--- src/rtl/uart_rx_fifo.sv ---
// UART receiver with oversampled start-bit validation, configurable frame
// format and a show-ahead receive FIFO with sticky error flags.
module uart_rx_fifo #(
  parameter int unsigned DIV        = 78,
  parameter int unsigned OVERSAMPLE = 16,
  parameter int unsigned DATA_BITS  = 8,
  parameter int unsigned PARITY     = 0,
  parameter int unsigned STOP_BITS  = 1,
  parameter int unsigned FIFO_DEPTH = 4
) (
  input  logic                          clk,
  input  logic                          rst,
  input  logic                          rx,
  input  logic                          rd_en,
  output logic [DATA_BITS-1:0]          rd_data,
  output logic                          rd_valid,
  output logic [$clog2(FIFO_DEPTH):0]   count,
  output logic                          frame_err,
  output logic                          parity_err,
  output logic                          overflow,
  input  logic                          clear_err
);

  localparam int unsigned DivW  = (DIV > 1) ? $clog2(DIV) : 1;
  localparam int unsigned SubW  = $clog2(OVERSAMPLE);
  localparam int unsigned BitW  = $clog2(DATA_BITS + 1);
  localparam int unsigned AddrW = $clog2(FIFO_DEPTH);
  localparam int unsigned CntW  = AddrW + 1;

  localparam logic [DivW-1:0] DivLast  = DivW'(DIV - 1);
  localparam logic [SubW-1:0] SubHalf  = SubW'(OVERSAMPLE / 2 - 1);
  localparam logic [SubW-1:0] SubFull  = SubW'(OVERSAMPLE - 1);
  localparam logic [BitW-1:0] DataLast = BitW'(DATA_BITS - 1);
  localparam logic [BitW-1:0] StopLast = BitW'(STOP_BITS - 1);
  localparam logic [CntW-1:0] CntFull  = CntW'(FIFO_DEPTH);

  typedef enum logic [2:0] {
    StIdle,
    StStart,
    StData,
    StParity,
    StStop,
    StBreak
  } state_e;

  logic [1:0]           sync_q;
  logic                 rx_s;
  logic [DivW-1:0]      div_q, div_d;
  logic                 tick;
  state_e               state_q, state_d;
  logic [SubW-1:0]      sub_q, sub_d;
  logic [BitW-1:0]      bit_q, bit_d;
  logic [DATA_BITS-1:0] shift_q, shift_d;
  logic                 par_bad_q, par_bad_d;
  logic                 sample;
  logic                 push_req, frame_set, parity_set;

  logic [DATA_BITS-1:0] mem_q [FIFO_DEPTH];
  logic [AddrW-1:0]     wr_ptr_q, wr_ptr_d, rd_ptr_q, rd_ptr_d;
  logic [CntW-1:0]      count_q, count_d;
  logic                 pop, push, full, ovf_set;
  logic                 frame_err_q, frame_err_d;
  logic                 parity_err_q, parity_err_d;
  logic                 overflow_q, overflow_d;

  // Two-flop synchroniser; idles high so reset looks like a quiet line.
  always_ff @(posedge clk or posedge rst) begin
    if (rst) sync_q <= 2'b11;
    else     sync_q <= {sync_q[0], rx};
  end
  assign rx_s = sync_q[1];

  // Free-running oversample tick divider.
  always_comb begin
    tick  = (div_q == DivLast);
    div_d = tick ? '0 : div_q + 1'b1;
  end

  // Divider register.
  always_ff @(posedge clk or posedge rst) begin
    if (rst) div_q <= '0;
    else     div_q <= div_d;
  end

  // Mid-bit sampling point: half a bit after the start edge, then whole bits.
  always_comb begin
    sample = tick && ((state_q == StStart) ? (sub_q == SubHalf) : (sub_q == SubFull));
  end

  // FSM state and frame datapath registers.
  always_ff @(posedge clk or posedge rst) begin
    if (rst) begin
      state_q   <= StIdle;
      sub_q     <= '0;
      bit_q     <= '0;
      shift_q   <= '0;
      par_bad_q <= 1'b0;
    end else begin
      state_q   <= state_d;
      sub_q     <= sub_d;
      bit_q     <= bit_d;
      shift_q   <= shift_d;
      par_bad_q <= par_bad_d;
    end
  end

  // Next-state logic; everything advances only on tick cycles.
  always_comb begin
    state_d   = state_q;
    sub_d     = sub_q;
    bit_d     = bit_q;
    shift_d   = shift_q;
    par_bad_d = par_bad_q;
    if (tick) begin
      if (state_q inside {StStart, StData, StParity, StStop}) begin
        sub_d = sample ? '0 : sub_q + 1'b1;
      end
      case (state_q)
        StIdle: begin
          if (!rx_s) begin
            state_d = StStart;
            sub_d   = '0;
          end
        end
        StStart: begin
          if (sample) begin
            bit_d     = '0;
            par_bad_d = 1'b0;
            state_d   = rx_s ? StIdle : StData;
          end
        end
        StData: begin
          if (sample) begin
            shift_d = {rx_s, shift_q[DATA_BITS-1:1]};
            if (bit_q == DataLast) begin
              bit_d   = '0;
              state_d = (PARITY != 0) ? StParity : StStop;
            end else begin
              bit_d = bit_q + 1'b1;
            end
          end
        end
        StParity: begin
          if (sample) begin
            // Odd parity wants the XOR of data and parity bit to be 1.
            par_bad_d = (PARITY == 1) ? ~(^shift_q ^ rx_s) : (^shift_q ^ rx_s);
            state_d   = StStop;
          end
        end
        StStop: begin
          if (sample) begin
            if (!rx_s)                  state_d = StBreak;
            else if (bit_q == StopLast) state_d = StIdle;
            else                        bit_d   = bit_q + 1'b1;
          end
        end
        StBreak: begin
          if (rx_s) state_d = StIdle;
        end
        default: state_d = StIdle;
      endcase
    end
  end

  // Frame outcome strobes, all on the cycle of a stop-bit sample.
  always_comb begin
    push_req   = 1'b0;
    frame_set  = 1'b0;
    parity_set = 1'b0;
    if (state_q == StStop && sample) begin
      if (!rx_s) begin
        frame_set = 1'b1;
      end else if (bit_q == StopLast) begin
        if (par_bad_q) parity_set = 1'b1;
        else           push_req   = 1'b1;
      end
    end
  end

  // FIFO control; a full FIFO still accepts a push if it is popped that cycle.
  always_comb begin
    pop      = rd_en && rd_valid;
    full     = (count_q == CntFull);
    push     = push_req && (!full || pop);
    ovf_set  = push_req && full && !pop;
    wr_ptr_d = push ? wr_ptr_q + 1'b1 : wr_ptr_q;
    rd_ptr_d = pop  ? rd_ptr_q + 1'b1 : rd_ptr_q;
    count_d  = count_q;
    if (push && !pop)      count_d = count_q + 1'b1;
    else if (pop && !push) count_d = count_q - 1'b1;
  end

  // FIFO pointers and occupancy.
  always_ff @(posedge clk or posedge rst) begin
    if (rst) begin
      wr_ptr_q <= '0;
      rd_ptr_q <= '0;
      count_q  <= '0;
    end else begin
      wr_ptr_q <= wr_ptr_d;
      rd_ptr_q <= rd_ptr_d;
      count_q  <= count_d;
    end
  end

  // FIFO storage; contents are only visible through rd_valid-gated rd_data.
  always_ff @(posedge clk) begin
    if (push) mem_q[wr_ptr_q] <= shift_q;
  end

  // Sticky flags: a new set wins over a simultaneous clear.
  always_comb begin
    frame_err_d  = frame_set  | (frame_err_q  & ~clear_err);
    parity_err_d = parity_set | (parity_err_q & ~clear_err);
    overflow_d   = ovf_set    | (overflow_q   & ~clear_err);
  end

  // Sticky flag registers.
  always_ff @(posedge clk or posedge rst) begin
    if (rst) begin
      frame_err_q  <= 1'b0;
      parity_err_q <= 1'b0;
      overflow_q   <= 1'b0;
    end else begin
      frame_err_q  <= frame_err_d;
      parity_err_q <= parity_err_d;
      overflow_q   <= overflow_d;
    end
  end

  assign rd_valid   = (count_q != '0);
  assign rd_data    = rd_valid ? mem_q[rd_ptr_q] : '0;
  assign count      = count_q;
  assign frame_err  = frame_err_q;
  assign parity_err = parity_err_q;
  assign overflow   = overflow_q;

endmodule

--- config.mk ---
export PLATFORM = sky130hd
export DESIGN_NAME = uart_rx_fifo
export DESIGN_NICKNAME = d
export VERILOG_FILES = /design/src/rtl/uart_rx_fifo.sv
export SDC_FILE = /design/constraint.sdc
export NUM_CORES = 1
export LEC_CHECK = 0
export BUFFER_PORTS_ARGS = -buffer_cell sky130_fd_sc_hd__buf_2
export CAP_MARGIN = 20
export CORE_ASPECT_RATIO = 0.9
export CORE_MARGIN = 2
export CORE_UTILIZATION = 54
export DETAILED_ROUTE_END_ITERATION = 10
export PLACE_DENSITY = 0.75
export SYNTH_ARGS = -nofsm -noshare
export SYNTH_HDL_FRONTEND = slang
export SYNTH_SLANG_ARGS = --single-unit
--- constraint.sdc ---
create_clock -name clk -period 2.6 [get_ports clk]
set_input_delay 0.65 -clock clk [delete_from_list [all_inputs] [get_ports clk]]
set_output_delay 0.65 -clock clk [all_outputs]
set_load 0.02 [all_outputs]
==> flow_metrics.env <==
export IMPL_outcome="complete, no violations"
export IMPL_fin_nets=318
export IMPL_nFillCells=473
export IMPL_std_cell_rows=27
export IMPL_path_class="flip-flop to flip-flop"
export IMPL_cpPeakStageDelay_ns=0.38
export IMPL_antenna_cells=0
export IMPL_slew_limit_headroom_pct=66.3
export IMPL_fin_crit_ns=2.42
export IMPL_insertion_delay_ns=0.35
export IMPL_final_core_util_pct=65.0
export IMPL_drv_slew=0
export IMPL_syn_to_final_growth_pct=16.0
export IMPL_power_leakage_nw=1.71
export IMPL_power_density_nw_per_um2=619
export IMPL_p_seq_share_pct=51.9
export IMPL_antenna_left=0
export IMPL_clock_sinks=71
export IMPL_place_congestion=0.810
export IMPL_synth_cell_types=50
export IMPL_cp_end_kind="flip-flop"
export IMPL_crit_family="simple AND/OR/NAND/NOR gates"
export IMPL_viasPerCell=5.42
export IMPL_hold_buffers=0
export IMPL_portBuffers=19
export IMPL_timing_final_hold_violations=0
export IMPL_ys_seq_area_share_pct=56.6
export IMPL_wirelength_um=5940
export IMPL_maxCapViolations=0
export IMPL_ys_ff_latch=71
export IMPL_vias=2135
export IMPL_track_usage_pct=19.6
export IMPL_async_reset_ff_share_pct=54.9
export IMPL_crit_buf_inv=2
export IMPL_drt_initial_drc_count=129
export IMPL_routedWlPerCell_um=15.1
export IMPL_cts_buffer_depth=2
export IMPL_synth_edff_count=32
export IMPL_switching_share_pct=26.4
export IMPL_layout_drive_gt1_share_pct=29.0
export IMPL_grt_pass1_wl_um=10300
export IMPL_coreArea_um2=6110
export IMPL_power_internal_mw=1.81
export IMPL_syn_avg_cell_area_um2=13.2
export IMPL_crit_arrival_ns=2.69
export IMPL_drc=0
export IMPL_p_comb_share_pct=13.2
export IMPL_p_clk_share_pct=34.9
export IMPL_p_switching_uw=650
export IMPL_overflow=0
export IMPL_fmax_mhz=413
export IMPL_ir_drop_mv=0.317
export IMPL_die_width_um=88.0
export IMPL_period_share_pct=93.1
export IMPL_required_ns=2.87
export IMPL_fp_dieH_um=79.6
export IMPL_cp_cell_sequence="inv_1, ha_1, nor3b_4, nand4_1, nor4_4, ha_2, inv_1, fa_1, xor2_1, nor2_1, xor2_1"
export IMPL_start_kind="flip-flop"
export IMPL_h_tree_depth=3
export IMPL_syn_cell_area_um2=3430
export IMPL_synthesis_instances=260
export IMPL_fin_skew_ns=0.0131
export IMPL_synth_flop_cell="dfrtp_1"
export IMPL_finalSetupViolCount=0
export IMPL_synth_nets=276
export IMPL_cts_tree="done"
export IMPL_worst_pin_slew_ns=0.503
export IMPL_grt_pass1_vias=2108
export IMPL_antenna_found_initial=0
export IMPL_io_pins=20
export IMPL_final_setup_tns_ns=0
export IMPL_hold_class="primary input to async pin"
export IMPL_numCtsBuffers=9
export IMPL_crit_slowest_cell="dfrtp_1"
export IMPL_cts_root_buf="clkbuf_8"
export IMPL_cp_max_fo=3
export IMPL_clkTransAtPathRegs_ns=0.07
export IMPL_grt_max_degree=38
export IMPL_die_area_um2=7000
export IMPL_start_util_pct=56.0
export IMPL_dpl_hpwl_um=4080
export IMPL_ys_warn_count=0
export IMPL_first_pass_iters=4
[placed cells by master, fill, tap and decap left out, types with 10 or more instances in the layout]
master,count
inv_1,10
nand2_1,12
buf_4,22
dfrtp_1,36
nor2_1,18
edfxtp_1,32
xnor2_1,16
buf_2,19
and2_1,14
o21ai_0,11
[cells in the mapped netlist, types with 3 or more instances]
library cell,count,area [µm²]
a21oi_1,4,20.0
a22o_1,3,26.3
a32oi_1,4,35.0
and2_1,14,87.6
clkbuf_1,7,26.3
dfrtp_1,37,926
edfxtp_1,32,961
ha_1,10,125
inv_1,11,41.3
mux2_2,9,101
mux4_2,8,180
nand2_1,12,45.0
nand2b_1,5,31.3
nand3_1,7,35.0
nand4_1,4,25.0
nor2_1,19,71.3
nor3_1,3,15.0
nor3b_1,3,22.5
o21ai_0,11,55.1
xnor2_1,16,140
xor2_1,6,52.6
[per-stage QoR]
stage,power (mW),cells,setup slack [ns],hold WS (ns),cell area [µm²]
after global placement,1.62,374,0.126,0.349,3720
final,2.46,394,0.178,0.151,3980
after CTS,2.50,390,0.0303,0.133,3920
after floorplan,1.52,260,0.0429,0.345,3430
after detailed placement,1.64,374,0.0566,0.351,3720
after global routing,2.59,394,-0.00452,0.134,3980
[metal layers]
| layer | part of all wire [%] | wire (µm) | GRT usage, % | vias up |
|---|---|---|---|---|
| met5 | 0 | 0 | 0 | - |
| met4 | 0.88 | 52 | 5.08 | 0 |
| met3 | 4.1 | 246 | 6.51 | 5 |
| met2 | 50 | 2990 | 31.1 | 40 |
| met1 | 45 | 2650 | 26.2 | 1048 |
| li1 | - | - | - | 1042 |
[path summary, 6_finish.rpt]
check / start / endpoint / slack, ns / cells after the start
setup / recovery: bit_q[0]$_DFFE_PP0P_ / count[2]$_DFFE_PP0P_ / 0.18 / 11
hold / removal: rst / rd_ptr_q[0]$_DFFE_PP0N_ / 0.15 / 2
setup reg to reg: bit_q[0]$_DFFE_PP0P_ / count[2]$_DFFE_PP0P_ / 0.18 / 11
hold reg to reg: sync_q[0]$_DFF_PP1_ / sync_q[1]$_DFF_PP1_ / 0.36 / 0
max in group asynchronous: rst / div_q[0]$_DFF_PP0_ / 1.75 / 3
min in group clk: sync_q[0]$_DFF_PP1_ / sync_q[1]$_DFF_PP1_ / 0.36 / 0
[flip-flops by register name (all words and copies together) (netlist names)]
signal	flops
bit_q	4
count	3
div_q	7
frame_err	1
mem_q	32
overflow	1
par_bad_q	1
parity_err	1
rd_ptr_q	2
shift_q	8
state_q	3
sub_q	4
sync_q	2
wr_ptr_q	2
[cell type report]
cell class | instances | area (µm²) | area share (%)
Inverter | 11 | 41.3 | 1.04
Timing Repair Buffer | 41 | 260 | 6.55
Multi-Input combinational cell | 168 | 1430 | 35.9
Clock buffer | 9 | 124 | 3.12
Tap cell | 87 | 109 | 2.74
Clock inverter | 7 | 72.6 | 1.83
Sequential cell | 71 | 1940 | 48.8
[power groups by stage]
stage               Clock, mW  Combinational, mW  Sequential (mW)
floorplan                   0              0.229             1.30
global placement            0              0.324             1.30
detailed placement          0              0.334             1.30
CTS                     0.892              0.333             1.28
global route            0.938              0.359             1.29
finish                  0.858              0.324             1.28
[repair_timing]
action	4_1_cts	5_1_grt
endpoints found under the setup margin	0	2
resized for setup	0	7
setup buffers	0	4
[cells by family after synthesis]
logic type	Yosys count	synth area share, %
simple gates	78	13.9
fa+ha+maj	11	4.24
xor+xnor	23	6.10
compound gates	37	7.67
mux	19	8.95
flops	71	56.6
buf+inv	21	2.56
(Power assumes the default switching activity.)
